## config.mk

```make
export PLATFORM = sky130hd
export DESIGN_NAME = mul_rs
export DESIGN_NICKNAME = d
export VERILOG_FILES = /design/src/rtl/mul_rs.sv
export SDC_FILE = /design/constraint.sdc
export NUM_CORES = 1
export LEC_CHECK = 0
export BUFFER_PORTS_ARGS = -buffer_cell sky130_fd_sc_hd__buf_2
export CAP_MARGIN = 40
export CORE_ASPECT_RATIO = 0.7
export CORE_UTILIZATION = 60
export DETAILED_ROUTE_END_ITERATION = 7
export PLACE_DENSITY = 0.84
export RECOVER_POWER = 100
export REMOVE_ABC_BUFFERS = 1
export SYNTH_ARGS = -nofsm -noshare
export SYNTH_HDL_FRONTEND = slang
export SYNTH_SLANG_ARGS = --single-unit
```

## constraint.sdc

```tcl
create_clock -name clk -period 3.9 [get_ports clk]
set_input_delay 0.585 -clock clk [delete_from_list [all_inputs] [get_ports clk]]
set_output_delay 0.585 -clock clk [all_outputs]
set_load 0.01 [all_outputs]
```

## src/rtl/mul_rs.sv

```systemverilog
// Reservation station feeding the pipelined multiplier: holds issued multiplies,
// snoops the CDB for pending operand tags and dispatches one complete entry per cycle.
module mul_rs #(
  parameter int unsigned ENTRIES    = 3,
  parameter logic [3:0]  LABEL_BASE = 4'd4
) (
  input  logic        clk,
  input  logic        nRST,
  input  logic        issue_valid,
  output logic        issue_ready,
  input  logic [3:0]  issue_q1,
  input  logic [31:0] issue_v1,
  input  logic [3:0]  issue_q2,
  input  logic [31:0] issue_v2,
  output logic [3:0]  issue_label,
  input  logic        cdb_valid,
  input  logic [3:0]  cdb_label,
  input  logic [31:0] cdb_data,
  input  logic        fu_available,
  output logic        fu_wen,
  output logic [31:0] fu_data1,
  output logic [31:0] fu_data2,
  output logic [3:0]  fu_label
);

  logic        busy [ENTRIES];
  logic [3:0]  q1   [ENTRIES];
  logic [31:0] v1   [ENTRIES];
  logic [3:0]  q2   [ENTRIES];
  logic [31:0] v2   [ENTRIES];

  logic [3:0]  alloc_idx;
  logic [3:0]  sel;
  logic        any_rdy;
  logic        accept;
  logic        byp1;
  logic        byp2;

  always_comb begin
    issue_ready = 1'b0;
    alloc_idx   = '0;
    for (int unsigned i = 0; i < ENTRIES; i++) begin
      if (!issue_ready && !busy[i]) begin
        issue_ready = 1'b1;
        alloc_idx   = 4'(i);
      end
    end
  end

  assign issue_label = LABEL_BASE + alloc_idx;
  assign accept      = issue_valid && issue_ready;
  assign byp1        = cdb_valid && (issue_q1 != '0) && (cdb_label == issue_q1);
  assign byp2        = cdb_valid && (issue_q2 != '0) && (cdb_label == issue_q2);

  // Operand muxing is folded into the priority scan so no variable array index is needed.
  always_comb begin
    any_rdy  = 1'b0;
    sel      = '0;
    fu_data1 = '0;
    fu_data2 = '0;
    for (int unsigned i = 0; i < ENTRIES; i++) begin
      if (!any_rdy && busy[i] && (q1[i] == '0) && (q2[i] == '0)) begin
        any_rdy  = 1'b1;
        sel      = 4'(i);
        fu_data1 = v1[i];
        fu_data2 = v2[i];
      end
    end
  end

  assign fu_wen   = any_rdy && fu_available;
  assign fu_label = any_rdy ? (LABEL_BASE + sel) : '0;

  always_ff @(posedge clk or negedge nRST) begin
    if (!nRST) begin
      for (int unsigned i = 0; i < ENTRIES; i++) begin
        busy[i] <= 1'b0;
        q1[i]   <= '0;
        v1[i]   <= '0;
        q2[i]   <= '0;
        v2[i]   <= '0;
      end
    end else begin
      for (int unsigned i = 0; i < ENTRIES; i++) begin
        if (fu_wen && (sel == 4'(i)))
          busy[i] <= 1'b0;
        if (busy[i] && (q1[i] != '0) && cdb_valid && (cdb_label == q1[i])) begin
          v1[i] <= cdb_data;
          q1[i] <= '0;
        end
        if (busy[i] && (q2[i] != '0) && cdb_valid && (cdb_label == q2[i])) begin
          v2[i] <= cdb_data;
          q2[i] <= '0;
        end
        // Allocation only ever targets a free entry, so it never collides with snoop/dispatch.
        if (accept && (alloc_idx == 4'(i))) begin
          busy[i] <= 1'b1;
          q1[i]   <= byp1 ? '0 : issue_q1;
          v1[i]   <= byp1 ? cdb_data : issue_v1;
          q2[i]   <= byp2 ? '0 : issue_q2;
          v2[i]   <= byp2 ? cdb_data : issue_v2;
        end
      end
    end
  end

endmodule

```

* Word level (Yosys, flattened, before mapping)
Index checks and enable logic that the tools add are counted.
** Storage, ports and cells
- Flip-flop bits (word level) :: 219
- Bits in latches :: 0
- RAM bits :: 0
- ROM bits :: 0
- Input bits :: 113
- Output and inout bits :: 74
- Memories kept :: 0
** Cells by class
- Add/sub/neg operators :: 2
- $mul :: 0
- Divide/modulo/power cells :: 0
- $lt $le $gt $ge :: 0
- Equality and inequality tests :: 12
- Shift-type cells :: 0
- Multiplexer cells :: 51
- Bitwise logic cells :: 0
- Reduce and logical (&&, ||, !) cells :: 70
** Operators with widths (number)
- 32-bit two-way mux :: 20
- 4-bit two-way mux :: 16
- 1-bit logical AND :: 40
- 4-bit == test :: 8
- 4-bit logical NOT :: 8
- 4-bit nonzero test :: 8
- 2-bit nonzero test :: 9
- 1-bit two-way mux :: 14
- 3-bit by 4-bit adder with 4-bit output (first input constant) :: 2
- 4-bit by 1-bit == test with 1-bit output (second input constant) :: 2
- 4-bit by 2-bit == test with 1-bit output (second input constant) :: 2
- 1-bit logical NOT :: 5
- 2-bit two-way mux :: 1

* Depth between registers and ports, before layout
- Depth in word-level cells :: 18
- Mapped depth :: 9
- Mapped depth without buffers :: 5

* Worst setup path after synthesis
No wires, ideal clock.
- Kind :: reg-to-output
- From :: register busy[2] (netlist name)
- To :: output port fu_data1[22]
- Data arrival time :: 1744 ps
- Path slack :: 1571 ps
- Cell stages (with the launch flop) :: 10
- Path buffers :: 4
- Path through :: dfrtp_1 -> buf_2 -> nor3b_1 -> and3_1 -> clkbuf_1 -> nor3b_1 -> buf_2 -> buf_2 -> a222oi_1 -> inv_1
** On the way
- Word-level cells in the longest chain between the ends :: 13
- Elaborated cells between the ends (all ways) :: 15
- Those cells by class :: mux: 5; reduce/logical: 10
** RTL lines
- start: declaration :: line 26 : logic busy [ENTRIES];
- start signal: indexed assignment :: line 77 : busy[i] <= 1'b0;
- start signal: indexed assignment :: line 86 : busy[i] <= 1'b0;
- start signal: indexed assignment :: line 97 : busy[i] <= 1'b1;
- 1-bit logical AND (*) (2 in a row) :: line 62 : if (!any_rdy && busy[i] && (q1[i] == '0) && (q2[i] == '0)) begin
- 1-bit two-way mux :: line 62
- 1-bit logical NOT :: line 62
- 1-bit logical AND (3 in a row) :: line 62
- 1-bit two-way mux :: line 62
- 1-bit logical NOT :: line 62
- 1-bit logical AND (3 in a row) :: line 62
- 32-bit two-way mux (*) :: line 62
- end: declaration :: line 21 : output logic [31:0] fu_data1,
Every way passes the cells marked *; elsewhere a longest branch is shown, timed or not.

* Final worst setup path
- From :: register busy[2] (netlist name)
- To :: output port fu_data2[0]
** On the way
- Word-level cells in the longest chain between the ends :: 13
- Elaborated cells between the ends (all ways) :: 15
- Those cells by class :: mux: 5; reduce/logical: 10
** RTL lines
- 1-bit logical AND (*) (2 in a row) :: line 62
- 1-bit two-way mux :: line 62
- 1-bit logical NOT :: line 62
- 1-bit logical AND (3 in a row) :: line 62
- 1-bit two-way mux :: line 62
- 1-bit logical NOT :: line 62
- 1-bit logical AND (3 in a row) :: line 62
- 32-bit two-way mux (*) :: line 62
- end: declaration :: line 22 : output logic [31:0] fu_data2,
Marked as above.

==> flow_summary.json <==
{
  "drc": 0,
  "crit_top_cell": "nor3b_1",
  "cpMaxStageDelayCell": "buf_4",
  "cp_max_fo": 46,
  "final_cells": 1376,
  "maxSlewViolCount": 109,
  "status": "complete, but fails checks",
  "cts.htree.levels": 1,
  "cts.sinks": 219,
  "drtPass1Iterations": 7,
  "nFillCells": 1347,
  "finalSetupViolations": 0,
  "io_buffers": 183,
  "clk_pin_slew_ns": 0.07,
  "syn_to_final_growth_pct": 12.6,
  "critical_path_class": "reg2out",
  "relSlewSlack": -0.0911,
  "path_delay_family": "simple AND/OR/NAND/NOR gates",
  "failed_checks": "max-capacitance violations, max-slew violations",
  "rsz0062_at_grt": "no",
  "post_drt_wl_per_cell_um": 25.4,
  "comb_power_share": 0.398,
  "fp.dieH_um": 117,
  "drtIter0Drc": 1594,
  "avgSynthCellArea_sq_um": 11.4,
  "initial_utilization": 0.622,
  "intPower_w": 0.00650,
  "fmax_mhz": 278,
  "crit_arrival_ns": 3.02,
  "grt_pass1_vias": 9578,
  "worst_clock_skew_ns": 0.0123,
  "multi_input_area_sq_mm": 0.00506,
  "fp.dieW_um": 167,
  "core_area_sq_mm": 0.0183,
  "boundaryPins": 187,
  "synth-seq-cells": 219,
  "netSwitchingFraction": 0.366,
  "maxCapViolCount": 3,
  "slowest_delay_ns": 0.57,
  "die_area_sq_mm": 0.0195,
  "yosysWarnings": 0,
  "place.gp.congestion": 0.858,
  "power.share.clock": 0.196,
  "synth_top_area_cell": "dfrtp_1",
  "min_period_over_period": 0.924,
  "netSwitchingPower_w": 0.00375,
  "totalPowerFinal_w": 0.0103,
  "grt_pass1_wl_um": 54800,
  "synth_area_leaders": "dfrtp_1 48%, o221a_1 17%, or3_1 11%",
  "ys_types": 40,
  "clock_path_buffers": 3,
  "synth_top_area_frac": 0.481,
  "layout_min_cycle_time_ns": 3.60,
  "hold_viol": 0,
  "vias": 10100,
  "start_kind": "flop",
  "cts_resized": 0,
  "hp-class": "in2reg",
  "postCtsSetupRepairBufs": 0,
  "nets": 1236,
  "drive_gt1_frac": 0.180,
  "cts_buffers": 21,
  "insertion_delay_ns": 0.50,
  "syn-cell-area_sq_mm": 0.0114,
  "dpl.hpwl_um": 20900,
  "layout.area.seq_sq_mm": 0.00548,
  "ys_seq_area_frac": 0.481,
  "path_cells": "nor3b_1, and3_2, nor3b_1, buf_4, a222oi_1, inv_1, clkbuf_1",
  "netlist_instances": 1000,
  "finalWirelength_um": 34900,
  "cp_num_buf_inv": 3,
  "antenna_found_initial": 8,
  "vdd_ir_drop_max_mv": 0.345,
  "overflow": 0,
  "setup_tns_ns": 0,
  "dp_cells": 1335,
  "ant_nets": 0,
  "cp.required_ns": 3.31,
  "clockRootBuffer": "clkbuf_16",
  "power.density_mw_per_mm2": 800,
  "grt_usage": 0.360,
  "cp-end-kind": "output port",
  "cts_tree": "yes",
  "p_leak_nw": 5.22,
  "pwr-share-seq": 0.406,
  "via_per_inst": 7.32,
  "rows": 41,
  "worstMarginPinSlew_ns": 1.64,
  "grt_max_degree": 105
}
==> layer usage <==
layer / up-vias / GRT usage / part of all wire
li1: 4262 / - / -
met4: 8 / 0.115 / 0.020
met1: 5015 / 0.511 / 0.42
met2: 711 / 0.548 / 0.44
met3: 77 / 0.0921 / 0.12
met5: - / 0 / 0.0016
==> registers in the layout (all words and copies together) (netlist names) <==
signal / flops
v2: 96
v1: 96
busy: 3
q1: 12
q2: 12
==> cell families after synthesis <==
logic type	after synthesis	share of synthesized area
XOR/XNOR	25	0.0192
other	2	0.000660
buffers and inverters	182	0.0791
AND/OR/NAND/NOR	275	0.145
AO/OA/AOI/OAI	297	0.274
flip-flops	219	0.481
==> metrics by stage <==
step	worst slack, ns	hold WS, ns	utilization	cell area [sq um]
finish	0.297	0.309	0.700	12800
CTS	0.407	0.305	0.709	13000
global placement	1.02	0.519	0.672	12300
floorplan	-2.30	0.289	-	10700
global route	0.138	0.308	0.700	12800
detailed placement	0.927	0.457	0.673	12300
==> area by class of cell <==
cell class,instances,share of cell area
Sequential cell,219,0.427
Multi-Input combinational cell,600,0.395
Timing Repair Buffer,213,0.0831
Clock buffer,30,0.0467
Tap cell,236,0.0230
Inverter,68,0.0199
Clock inverter,5,0.00429
Antenna cell,5,0.000976
==> timing repair <==
action                                  CTS  global route
endpoints found under the setup margin    0             0
hold buffers                              1             0
endpoints found under the hold margin    18             0
==> cells in the mapped netlist <==
library cell  instances
a2111oi_2             1
a21o_1                1
a21oi_1               6
a21oi_2               7
a222oi_1             64
a22o_1               15
and2_0                2
and2_1                1
and3_1                1
buf_1                 5
buf_2                33
buf_4                13
buf_6                17
clkbuf_1             46
conb_1                2
dfrtp_1             219
inv_1                68
nand2_1              22
nand2b_1              4
nand3_1               5
nand4_1               3
nor2_1               15
nor2b_1               2
nor3_1                6
nor3_2                1
nor3b_1               2
nor4_2                1
nor4_4                1
o21ai_0               1
o221a_1             171
o221a_2              21
o22ai_1               6
o2bb2ai_1             3
o31ai_1               1
or2_1                 3
or2b_2                2
or3_1               199
or4_1                 5
xnor2_1               6
xor2_1               19
==> path summary, 6_finish.rpt <==
path | start | slack (ns) | endpoint | cells after the start
max in group asynchronous | nRST | 0.81 | v2[15]$_DFFE_PN0P_ | 4
worst max register to register | busy[2]$_DFFE_PN0P_ | 0.49 | q1[1]$_DFFE_PN0P_ | 6
worst min register to register | q2[8]$_DFFE_PN0P_ | 0.55 | q2[8]$_DFFE_PN0P_ | 1
worst max-delay path | busy[2]$_DFFE_PN0P_ | 0.30 | fu_data2[0] | 7
worst min-delay path | fu_available | 0.31 | busy[0]$_DFFE_PN0P_ | 2
min in group asynchronous | nRST | 0.79 | v1[82]$_DFFE_PN0P_ | 2
==> placed cells by master (no fill, tap or decap), drive strengths merged, types with 4 or more instances in the layout <==
cell type  synthesis  final
a21oi             13     13
nand2b             4      4
inv               68     68
or4                5      5
nand2             22     22
o221a            192    192
nor2              15     15
buf               68    134
dfrtp            219    219
diode              0      5
nand3              5      5
a22o              15     15
nor3               7      7
or3              199    199
clkbuf            46    108
xor2              19     19
a222oi            64     64
o22ai              6      6
xnor2              6      6
==> power groups by stage <==
stage	clock [W]	combinational (W)	sequential (W)
after floorplan	0	0.00281	0.00391
after global placement	0	0.00402	0.00412
after detailed placement	0	0.00417	0.00412
after CTS	0.00201	0.00415	0.00412
after global routing	0.00210	0.00439	0.00427
final	0.00201	0.00408	0.00417
Note: power is estimated with default switching activity, not from simulation.
